===== src/rtl/sorter_pkg.sv =====
// Shared definitions for the sorter input loader: FILL/FULL state encoding
// and the pad value used to top up short frames.
package sorter_pkg;

  typedef enum logic {
    FILL = 1'b0,
    FULL = 1'b1
  } loaderState_t;

  // All-ones sorts last, so padded slots never displace real elements.
  localparam logic [63:0] PAD_VALUE = '1;

endpackage


===== src/rtl/loader_slot_counter.sv =====
// Slot counter for the sorter input loader: counts accepted elements,
// wraps at SLOTS, and flags the last slot of the frame.
module loader_slot_counter #(
  parameter int SLOTS = 8
) (
  input  logic                     clk,
  input  logic                     rst_n,
  input  logic                     inc,
  input  logic                     clr,
  output logic [$clog2(SLOTS)-1:0] count,
  output logic                     isLast
);

  localparam int CW = $clog2(SLOTS);

  always_ff @(posedge clk or negedge rst_n) begin
    if (!rst_n) begin
      count <= '0;
    end else if (clr) begin
      count <= '0;
    end else if (inc) begin
      count <= (count == CW'(SLOTS - 1)) ? '0 : count + CW'(1);
    end
  end

  assign isLast = (count == CW'(SLOTS - 1));

endmodule


===== src/rtl/sort_input_loader.sv =====
// Collects 2N serial elements into one frame for the odd/even splitter.
// Optional SORT_LOADER_PAD_EN adds in_last and all-ones padding of short frames.
module sort_input_loader
  import sorter_pkg::*;
#(
  parameter int WIDTH = 8,
  parameter int N     = 4
) (
  input  logic                   clk,
  input  logic                   rst_n,
  input  logic [WIDTH-1:0]       in_data,
  input  logic                   in_valid,
  output logic                   in_ready,
`ifdef SORT_LOADER_PAD_EN
  input  logic                   in_last,
`endif
  output logic [2*N*WIDTH-1:0]   out_data,
  output logic                   out_valid,
  input  logic                   out_ready
);

  localparam int SLOTS = 2 * N;
  localparam int CW    = $clog2(SLOTS);
  localparam logic [WIDTH-1:0] PAD = PAD_VALUE[WIDTH-1:0];

  loaderState_t          state, stateNext;
  logic                  inReadyQ;
  logic [2*N*WIDTH-1:0]  frameQ;
  logic [CW-1:0]         slot;
  logic                  slotIsLast;
  logic                  lastIn;
  logic                  accept;
  logic                  padAccept;
  logic                  frameDone;
  logic                  drain;

`ifdef SORT_LOADER_PAD_EN
  assign lastIn = in_last;
`else
  assign lastIn = 1'b0;
`endif

  assign accept    = in_valid && inReadyQ;
  assign padAccept = accept && lastIn && !slotIsLast;
  assign frameDone = accept && (slotIsLast || lastIn);
  assign drain     = (state == FULL) && out_ready;

  loader_slot_counter #(
    .SLOTS (SLOTS)
  ) uSlotCounter (
    .clk    (clk),
    .rst_n  (rst_n),
    .inc    (accept),
    .clr    (padAccept || drain),
    .count  (slot),
    .isLast (slotIsLast)
  );

  always_comb begin
    stateNext = state;
    case (state)
      FILL:    if (frameDone) stateNext = FULL;
      FULL:    if (out_ready) stateNext = FILL;
      default: stateNext = FILL;
    endcase
  end

  // in_ready is registered so it stays low during reset and rises on the first edge after.
  always_ff @(posedge clk or negedge rst_n) begin
    if (!rst_n) begin
      state    <= FILL;
      inReadyQ <= 1'b0;
    end else begin
      state    <= stateNext;
      inReadyQ <= (stateNext == FILL);
    end
  end

  always_ff @(posedge clk or negedge rst_n) begin
    if (!rst_n) begin
      frameQ <= '0;
    end else begin
      for (int unsigned j = 0; j < SLOTS; j++) begin
        if (accept && (CW'(j) == slot)) begin
          frameQ[j*WIDTH +: WIDTH] <= in_data;
        end else if (padAccept && (CW'(j) > slot)) begin
          frameQ[j*WIDTH +: WIDTH] <= PAD;
        end
      end
    end
  end

  assign in_ready  = inReadyQ;
  assign out_data  = frameQ;
  assign out_valid = (state == FULL);

endmodule

===== config.mk =====
export PLATFORM = sky130hd
export DESIGN_NAME = sort_input_loader
export DESIGN_NICKNAME = d
export VERILOG_FILES = /design/src/rtl/sorter_pkg.sv /design/src/rtl/loader_slot_counter.sv /design/src/rtl/sort_input_loader.sv
export SDC_FILE = /design/constraint.sdc
export NUM_CORES = 1
export LEC_CHECK = 0
export BUFFER_PORTS_ARGS = -buffer_cell sky130_fd_sc_hd__buf_2
export CORE_ASPECT_RATIO = 0.75
export CORE_UTILIZATION = 40
export CTS_BUF_LIST = sky130_fd_sc_hd__clkbuf_16
export DETAILED_ROUTE_END_ITERATION = 6
export PLACE_DENSITY_LB_ADDON = 0.15
export SLEW_MARGIN = 20
export SYNTH_ARGS = -nofsm -noshare
export SYNTH_HDL_FRONTEND = slang
export SYNTH_SLANG_ARGS = --single-unit

===== constraint.sdc =====
create_clock -name clk -period 1.3 [get_ports clk]
set_input_delay 0.13 -clock clk [delete_from_list [all_inputs] [get_ports clk]]
set_output_delay 0.13 -clock clk [all_outputs]
set_load 0.02 [all_outputs]

### Word-level counts from Yosys, hierarchy flattened

Index checks and enable logic that the tools add are counted.

* $mul: 0
* reduce and logical (&&, ||, !) cells: 13
* order comparisons: 0
* div/mod/pow operators: 0
* mux-type cells: 6
* shift-type cells: 0
* add/sub/neg operators: 1
* bitwise gates (word level): 2
* equal/unequal tests: 8

Operators by type and width (number)
* equality test 3 bit, first input constant: 4
* logical AND 1 bit: 11
* two-way mux 3 bit: 3
* equality test 2 x 3 -> 1 bit, first input constant: 2
* adder 3 x 1 -> 3 bit, second input constant: 1
* equality test 1 x 3 -> 1 bit, first input constant: 1
* equality test 3 bit, second input constant: 1
* zero test 3 bit: 1
* two-way mux 1 bit: 2
* inverter 1 bit: 2
* case mux 1 bit (2 select lines): 1
* nonzero test 2 bit: 1

* latch bits: 0
* memories kept: 0
* word-level logic and storage cells: 41
* bits in writable memories: 0
* bits in read-only memories: 0
* register bits after elaboration: 69

### Longest topological paths before layout

Gate-level depths: netlist (run 1).

* word-level depth: 5
* depth in mapped cells: 5

### By module

Synthesis (run 1) repeated with hierarchy kept, for this count alone.

* cell total of the unflattened synthesis: 163
* area total of the unflattened synthesis: 2708.8 sq um

Modules (own cells, without submodules)
* sort_input_loader: sequential area each 1651.6 sq um, cells each 150, area an instance 2553.7 sq um, times used 1
* loader_slot_counter: sequential area each 75.1 sq um, cells each 13, area an instance 155.1 sq um, times used 1

### Worst setup path after synthesis (run 1)

OpenSTA, ideal clock, no wires.

* path kind: flip-flop to flip-flop
* start: register uSlotCounter.count[0]
* end: register frameQ[56] (netlist: out_data[56])
* required time: 1.175 ns
* setup slack: -0.092 ns
* cell stages (with the launch flop): 5
* arrival time: 1.267 ns
* buffers on the path: 0
* cells stage by stage: dfrtp_1 -> ha_1 -> ha_1 -> nand3_4 -> mux2_2

* longest elaborated chain between the ends: 2

RTL lines
* from (decl): line loader_slot_counter.sv:10 `output logic [$clog2(SLOTS)-1:0] count,`
* from (signal assigned): line loader_slot_counter.sv:22 `count <= (count == CW'(SLOTS - 1)) ? '0 : count + CW'(1);`
* equality test 3 bit: line sort_input_loader.sv:84 `if (accept && (CW'(j) == slot)) begin`
* logical AND 1 bit: line sort_input_loader.sv:84
* to (signal, indexed assignment): line sort_input_loader.sv:85 `frameQ[j*WIDTH +: WIDTH] <= in_data;`
* to (decl): line sort_input_loader.sv:28 `logic [2*N*WIDTH-1:0] frameQ;`

No other way between the ends.
A chain may end at the register's enable or synchronous reset.

### Final worst setup path (run 1)

* start: register uSlotCounter.count[1]
* end: register frameQ[24] (netlist: out_data[24])

* longest elaborated chain between the ends: 2

RTL lines (line)
* equality test 2 x 3 -> 1 bit: sort_input_loader.sv:84
* logical AND 1 bit: sort_input_loader.sv:84

No other way between the ends.

==> impl_metrics.ini, run 1 <==
[cells_and_area]
seqCellArea_um2 = 1730
fillerInstances = 566
final_cells = 348
syn_to_final_growth_pct = 37.5
final_nets = 278
drive_gt1_share_pct = 70.1
multiInputGateArea_um2 = 1240
n_antenna_cell = 0

[placed_design]
place.gp.congestion = 0.703
pre_cts_ws_ns = -0.192
dp_cells = 326
portBuffers = 77
dpl.hpwl_um = 4020

[clocking]
cts_tree = done
htreeDepth = 3
clkTransAtPathRegs_ns = 0.05
insertion_delay_ns = 0.32
cts_buffers = 9
clkSinkCount = 69
clk_path_buf_depth = 2
cts_root_buf = clkbuf_16

[floorplanning]
core-area_um2 = 6830
die-area_um2 = 7410
die_h_um = 74.8
io_pins = 78
initial_core_util_pct = 41.4
fp.dieW_um = 99.1
rows = 26

[logic_synthesis]
yosysSeqAreaShare_pct = 61.1
synthesis.area_um2 = 2830
syn_avg_cell_area_um2 = 17.0
ys_types = 18
syn_nets = 184
postSynthCellCount = 166
ys_warn_count = 0
ys_ff_latch = 69

[timing]
slew_headroom_pct = 75.1
max_slew.worst_pin.slew_ns = 0.374
setup_tns_ns = -7.33
finalCritPeriodShare_pct = 113
max_clock_freq_mhz = 682
setup_violations = 65
drv_slew = 0
fin_crit_ns = 1.47
hold_viol = 0
rsz0062_at_grt = true
fin_skew_ns = 0.00279
layout_setup_ws_ns = -0.166

[min_path]
worstHoldStart = out_ready
hold_path.class = primary input to flip-flop
min_to = out_valid
hold_depth = 2

[outcome]
run_status = finished, violations left
violations = negative setup slack

[global_routing]
grt_pass1_wl_um = 10100
grt_start_max_net_pins = 70
grt.overflow.total = 0
antenna_found_initial = 0
grt_pass1_vias = 1804
grt_usage_pct = 19.1

[route]
vias = 1784
first_iter_violations = 27
antenna_left = 0
dr.pass1.iters = 2
vias_per_cell = 5.13
wl_per_cell_um = 18.8
route.detailed.drc = 0
wl_um = 6530

[worst_setup_path]
worstPathMaxFanout = 8
crit_required_ns = 1.51
cpMostUsedCell = ha_4
slowest_delay_ns = 0.46
ff2ff_path_depth = 4
r2r_end = out_data[24]
r2r_slack_ns = -0.17
path_cells = ha_4, ha_4, nand3_4, mux2_2
cp-end-kind = flip-flop
reg2reg_from = uSlotCounter.count[1]
worst_setup_path_start_kind = flip-flop
path_class = flip-flop to flip-flop
crit_slowest_cell = dfrtp_2
worstPathArrival_ns = 1.67

[pwr]
ir_worst_vdd_uv = 1460
p_leak_nw = 1.90
power.density_nw_per_um2 = 2870

[run]
maxCapViolCount = 0
stage by stage:
step	hold WS (ns)	utilization [%]	total power, W	area, um2
4_1_cts	0.00331	56.6	0.0112	3870
3_5_place_dp	0.191	49.4	0.00830	3370
3_3_place_gp	0.187	49.4	0.00823	3370
2_1_floorplan	-0.166	-	0.00680	2880
6_report	0.00835	56.9	0.0111	3890
5_1_grt	0.00765	56.9	0.0117	3890
sequential cells by signal, indices dropped and copies added, names as in the netlist:
| register | count |
|---|---|
| out_data | 64 |
| uSlotCounter.count | 3 |
| out_valid | 1 |
| in_ready | 1 |
metal layers:
layer / global-route usage, % / routed length, um
met5: 0 / 0
met4: 6.37 / 84
met3: 7.71 / 363
met2: 29.4 / 3030
met1: 24.8 / 3040
cell type report:
cell class / count / share of cell area, %
timing repair buffer: 87 / 13.4
tap: 84 / 2.70
multi-input combinational: 90 / 31.8
clock inverter: 6 / 1.29
sequential: 69 / 44.6
inverter: 3 / 0.419
clock buffer: 9 / 5.80
worst max-delay path, delay by kind of cell (launching register included):
kind	cells	cell delay (ns)
AND/OR/NAND/NOR	1	0.16
adder cells (fa/ha/maj)	2	0.36
flip-flops	1	0.46
multiplexers	1	0.36
synthesized netlist by cell type:
cell / count / area (um2)
dfrtp_1: 69 / 1730
mux2_2: 65 / 732
ha_1: 6 / 75.1
buf_6: 4 / 45.0
a21oi_1: 3 / 15.0
inv_1: 3 / 11.3
nand4_4: 3 / 63.8
a21bo_2: 2 / 20.0
nand4b_2: 2 / 30.0
a311oi_1: 1 / 8.76
and2_1: 1 / 6.26
buf_8: 1 / 15.0
mux2i_1: 1 / 10.0
nand3_1: 1 / 5.00
nand3_2: 1 / 10.0
nand3_4: 1 / 17.5
nand4b_4: 1 / 23.8
nand4bb_1: 1 / 11.3
worst max-delay path by stage:
stage | slack [ns] | start | depth (start not counted) | endpoint
after floorplan | -0.02 | in_ready | 4 | out_data[16]
after global placement | -0.18 | uSlotCounter.count[1] | 4 | out_data[41]
after detailed placement | -0.19 | uSlotCounter.count[0] | 4 | out_data[20]
after CTS | -0.14 | uSlotCounter.count[0] | 4 | out_data[29]
after global routing | -0.20 | uSlotCounter.count[0] | 4 | out_data[0]
final | -0.17 | uSlotCounter.count[1] | 4 | out_data[24]
logic make-up (layout without fill, tap and decap cells):
| kind of cell | after synthesis | after routing | share of synthesized area, % |
|---|---|---|---|
| compound gates | 6 | 6 | 1.55 |
| mux | 66 | 66 | 26.3 |
| simple gates | 11 | 12 | 5.93 |
| flops | 69 | 69 | 61.1 |
| fa+ha+maj | 6 | 6 | 2.66 |
| buf+inv | 8 | 105 | 2.52 |
timing repair:
item / CTS / global route
buffers inserted: 5 / 0
pin swaps: 5 / 3
resized for setup: 33 / 5
setup endpoints to repair: 66 / 66
cloned: 1 / 0
hold buffers: 1 / 0
hold endpoints to repair: 69 / 0
report_power, final:
| group | internal, W | switching (W) |
|---|---|---|
| registers | 0.00323 | 0.000623 |
| clock network | 0.00144 | 0.000823 |
| logic | 0.00235 | 0.00267 |
| total | 0.00702 | 0.00412 |
cells in the final DEF (no fill, tap or decap):
cell	n
mux2_4	23
inv_1	5
nand4bb_1	1
and2_1	1
buf_4	3
dlygate4sd3_1	1
clkbuf_16	9
clkinv_2	1
inv_4	2
mux2i_1	1
dfrtp_1	66
mux2_2	42
a21oi_1	2
nand4b_4	3
nand3_1	1
buf_12	4
bufinv_16	1
ha_4	6
a21bo_2	2
nand4_4	3
nand3_4	3
dfrtp_2	2
buf_6	2
a311oi_1	1
dfrtp_4	1
a21oi_2	1
buf_2	77
Note: power is estimated with default switching activity, not from simulation.
==> run 2, diff against run 1 <==
--- a/config.mk
+++ b/config.mk
@@ -11,6 +11,7 @@
 export CTS_BUF_LIST = sky130_fd_sc_hd__clkbuf_16
 export DETAILED_ROUTE_END_ITERATION = 6
 export PLACE_DENSITY_LB_ADDON = 0.15
+export RECOVER_POWER = 100
 export SLEW_MARGIN = 20
 export SYNTH_ARGS = -nofsm -noshare
 export SYNTH_HDL_FRONTEND = slang
==> run 2 against run 1 <==
  * The flow still finishes with violations (negative setup slack)
  * Flip-flop and latch count did not move
  * Non-clock buffer count did not move
  * Clock skew barely moved
  * Clock power barely moved
  * Highest routed layer unchanged
  * Combinational power fell by 6.0%
  * Critical endpoint unchanged
  * Global-route usage did not move
==> impl_metrics.ini, run 2 (synthesis gave the netlist of run 1 again) <==
[cells_and_area]
largest_reg_flops = 64
final_cells = 348
fillerInstances = 596
final_nets = 278
syn_to_final_growth_pct = 34.2
multiInputGateArea_um2 = 1240
final_cell_mix = dfrtp_1, clkbuf_1, mux2_2
n_antenna_cell = 0
seqCellArea_um2 = 1730
drive_gt1_share_pct = 45.1
fin_util_pct = 55.5
final_cell_area_um2 = 3790

[route]
first_iter_violations = 46
vias_per_cell = 5.11
dr.pass1.iters = 2
antenna_left = 0
wl_per_cell_um = 18.8
vias = 1777
route.detailed.drc = 0
wl_um = 6540

[timing]
layout_setup_ws_ns = -0.164
setup_tns_ns = -7.35
max_slew.worst_pin.slew_ns = 0.631
slew_headroom_pct = 57.9
max_clock_freq_mhz = 683
fin_skew_ns = 0.00313
fin_crit_ns = 1.46
setup_violations = 66
hold_viol = 0
rsz0062_at_grt = true
drv_slew = 0
finalCritPeriodShare_pct = 113

[worst_setup_path]
r2r_end = out_data[24]
worstPathArrival_ns = 1.67
crit_required_ns = 1.51
worst_setup_path_start_kind = flip-flop
worstPathMaxFanout = 8
reg2reg_from = uSlotCounter.count[1]
r2r_slack_ns = -0.16
path_class = flip-flop to flip-flop
cp-end-kind = flip-flop
ff2ff_path_depth = 4

[global_routing]
antenna_found_initial = 0
grt_pass1_vias = 1804
grt_usage_pct = 19.1
grt_start_max_net_pins = 70
grt.overflow.total = 0
grt_pass1_wl_um = 10100

[floorplanning]
core-area_um2 = 6830
io_pins = 78
fp.dieW_um = 99.1
die-area_um2 = 7410
initial_core_util_pct = 41.4
rows = 26
die_h_um = 74.8

[clocking]
cts_buffers = 9
cts_tree = done
cts_root_buf = clkbuf_16
htreeDepth = 3
clkSinkCount = 69
clkTransAtPathRegs_ns = 0.05
clk_path_buf_depth = 2
insertion_delay_ns = 0.32

[pwr]
p_leak_nw = 1.69
ir_worst_vdd_uv = 1410
power.density_nw_per_um2 = 2870
design_power_total_w = 0.0109

[min_path]
hold_path.class = primary input to flip-flop
hold_depth = 2
worstHoldStart = out_ready
min_to = out_valid

[placed_design]
dpl.hpwl_um = 4020
placed_area_um2 = 3370
dp_cells = 326
portBuffers = 77
place.gp.congestion = 0.703

[outcome]
run_status = finished, violations left
violations = negative setup slack

[run]
maxCapViolCount = 0
run 2: changes by cell type in the layout (fill, tap and decap cells not counted):
cell | before | now
buf_6 | 2 | 3
buf_4 | 3 | 2
buf_2 | 77 | 12
buf_12 | 4 | 3
clkbuf_1 | 0 | 66
run 2: worst max-delay path by stage:
stage                         endpoint  cells after the start  slack [ns]             startpoint
after floorplan           out_data[16]                      4       -0.02               in_ready
after global placement    out_data[41]                      4       -0.18  uSlotCounter.count[1]
after detailed placement  out_data[20]                      4       -0.19  uSlotCounter.count[0]
after CTS                 out_data[29]                      4       -0.14  uSlotCounter.count[0]
after global routing       out_data[0]                      4       -0.20  uSlotCounter.count[0]
final                     out_data[24]                      4       -0.16  uSlotCounter.count[1]
run 2: report_power, final:
group	switching [W]	internal, W
logic	0.00268	0.00206
registers	0.000655	0.00323
clock network	0.000820	0.00144
run 2: through the flow:
| step | worst slack, ns | hold slack [ns] |
|---|---|---|
| after detailed placement | -0.192 | 0.191 |
| after CTS | -0.139 | 0.00331 |
| final | -0.164 | 0.00917 |
| after global placement | -0.185 | 0.187 |
| after global routing | -0.200 | 0.00765 |
| after floorplan | -0.0246 | -0.166 |
run 2: layout make-up:
cell class	count	share of cell area (%)
tap	84	2.77
clock inverter	6	1.32
timing repair buffer	87	11.3
multi-input combinational	90	32.6
sequential	69	45.7
inverter	3	0.429
clock buffer	9	5.94
run 2: routing by layer:
layer	up-vias	global-route usage (%)	share of wire [%]
met1	925	24.8	47
met5	-	0	0
li1	799	-	-
met4	0	6.37	1.3
met2	45	29.4	46
met3	8	7.71	5.5
run 2: timing repair:
action / in CTS / in global routing
pin swaps: 5 / 3
buffers inserted: 5 / 0
hold endpoints to repair: 69 / 0
cloned: 1 / 0
setup endpoints to repair: 66 / 66
hold buffers: 1 / 0
gates resized for setup: 33 / 5
run 2: critical path: stages, from the launching register on:
cell	delay, ns
dfrtp_2	0.46
ha_4	0.20
ha_4	0.16
nand3_4	0.16
mux2_2	0.36
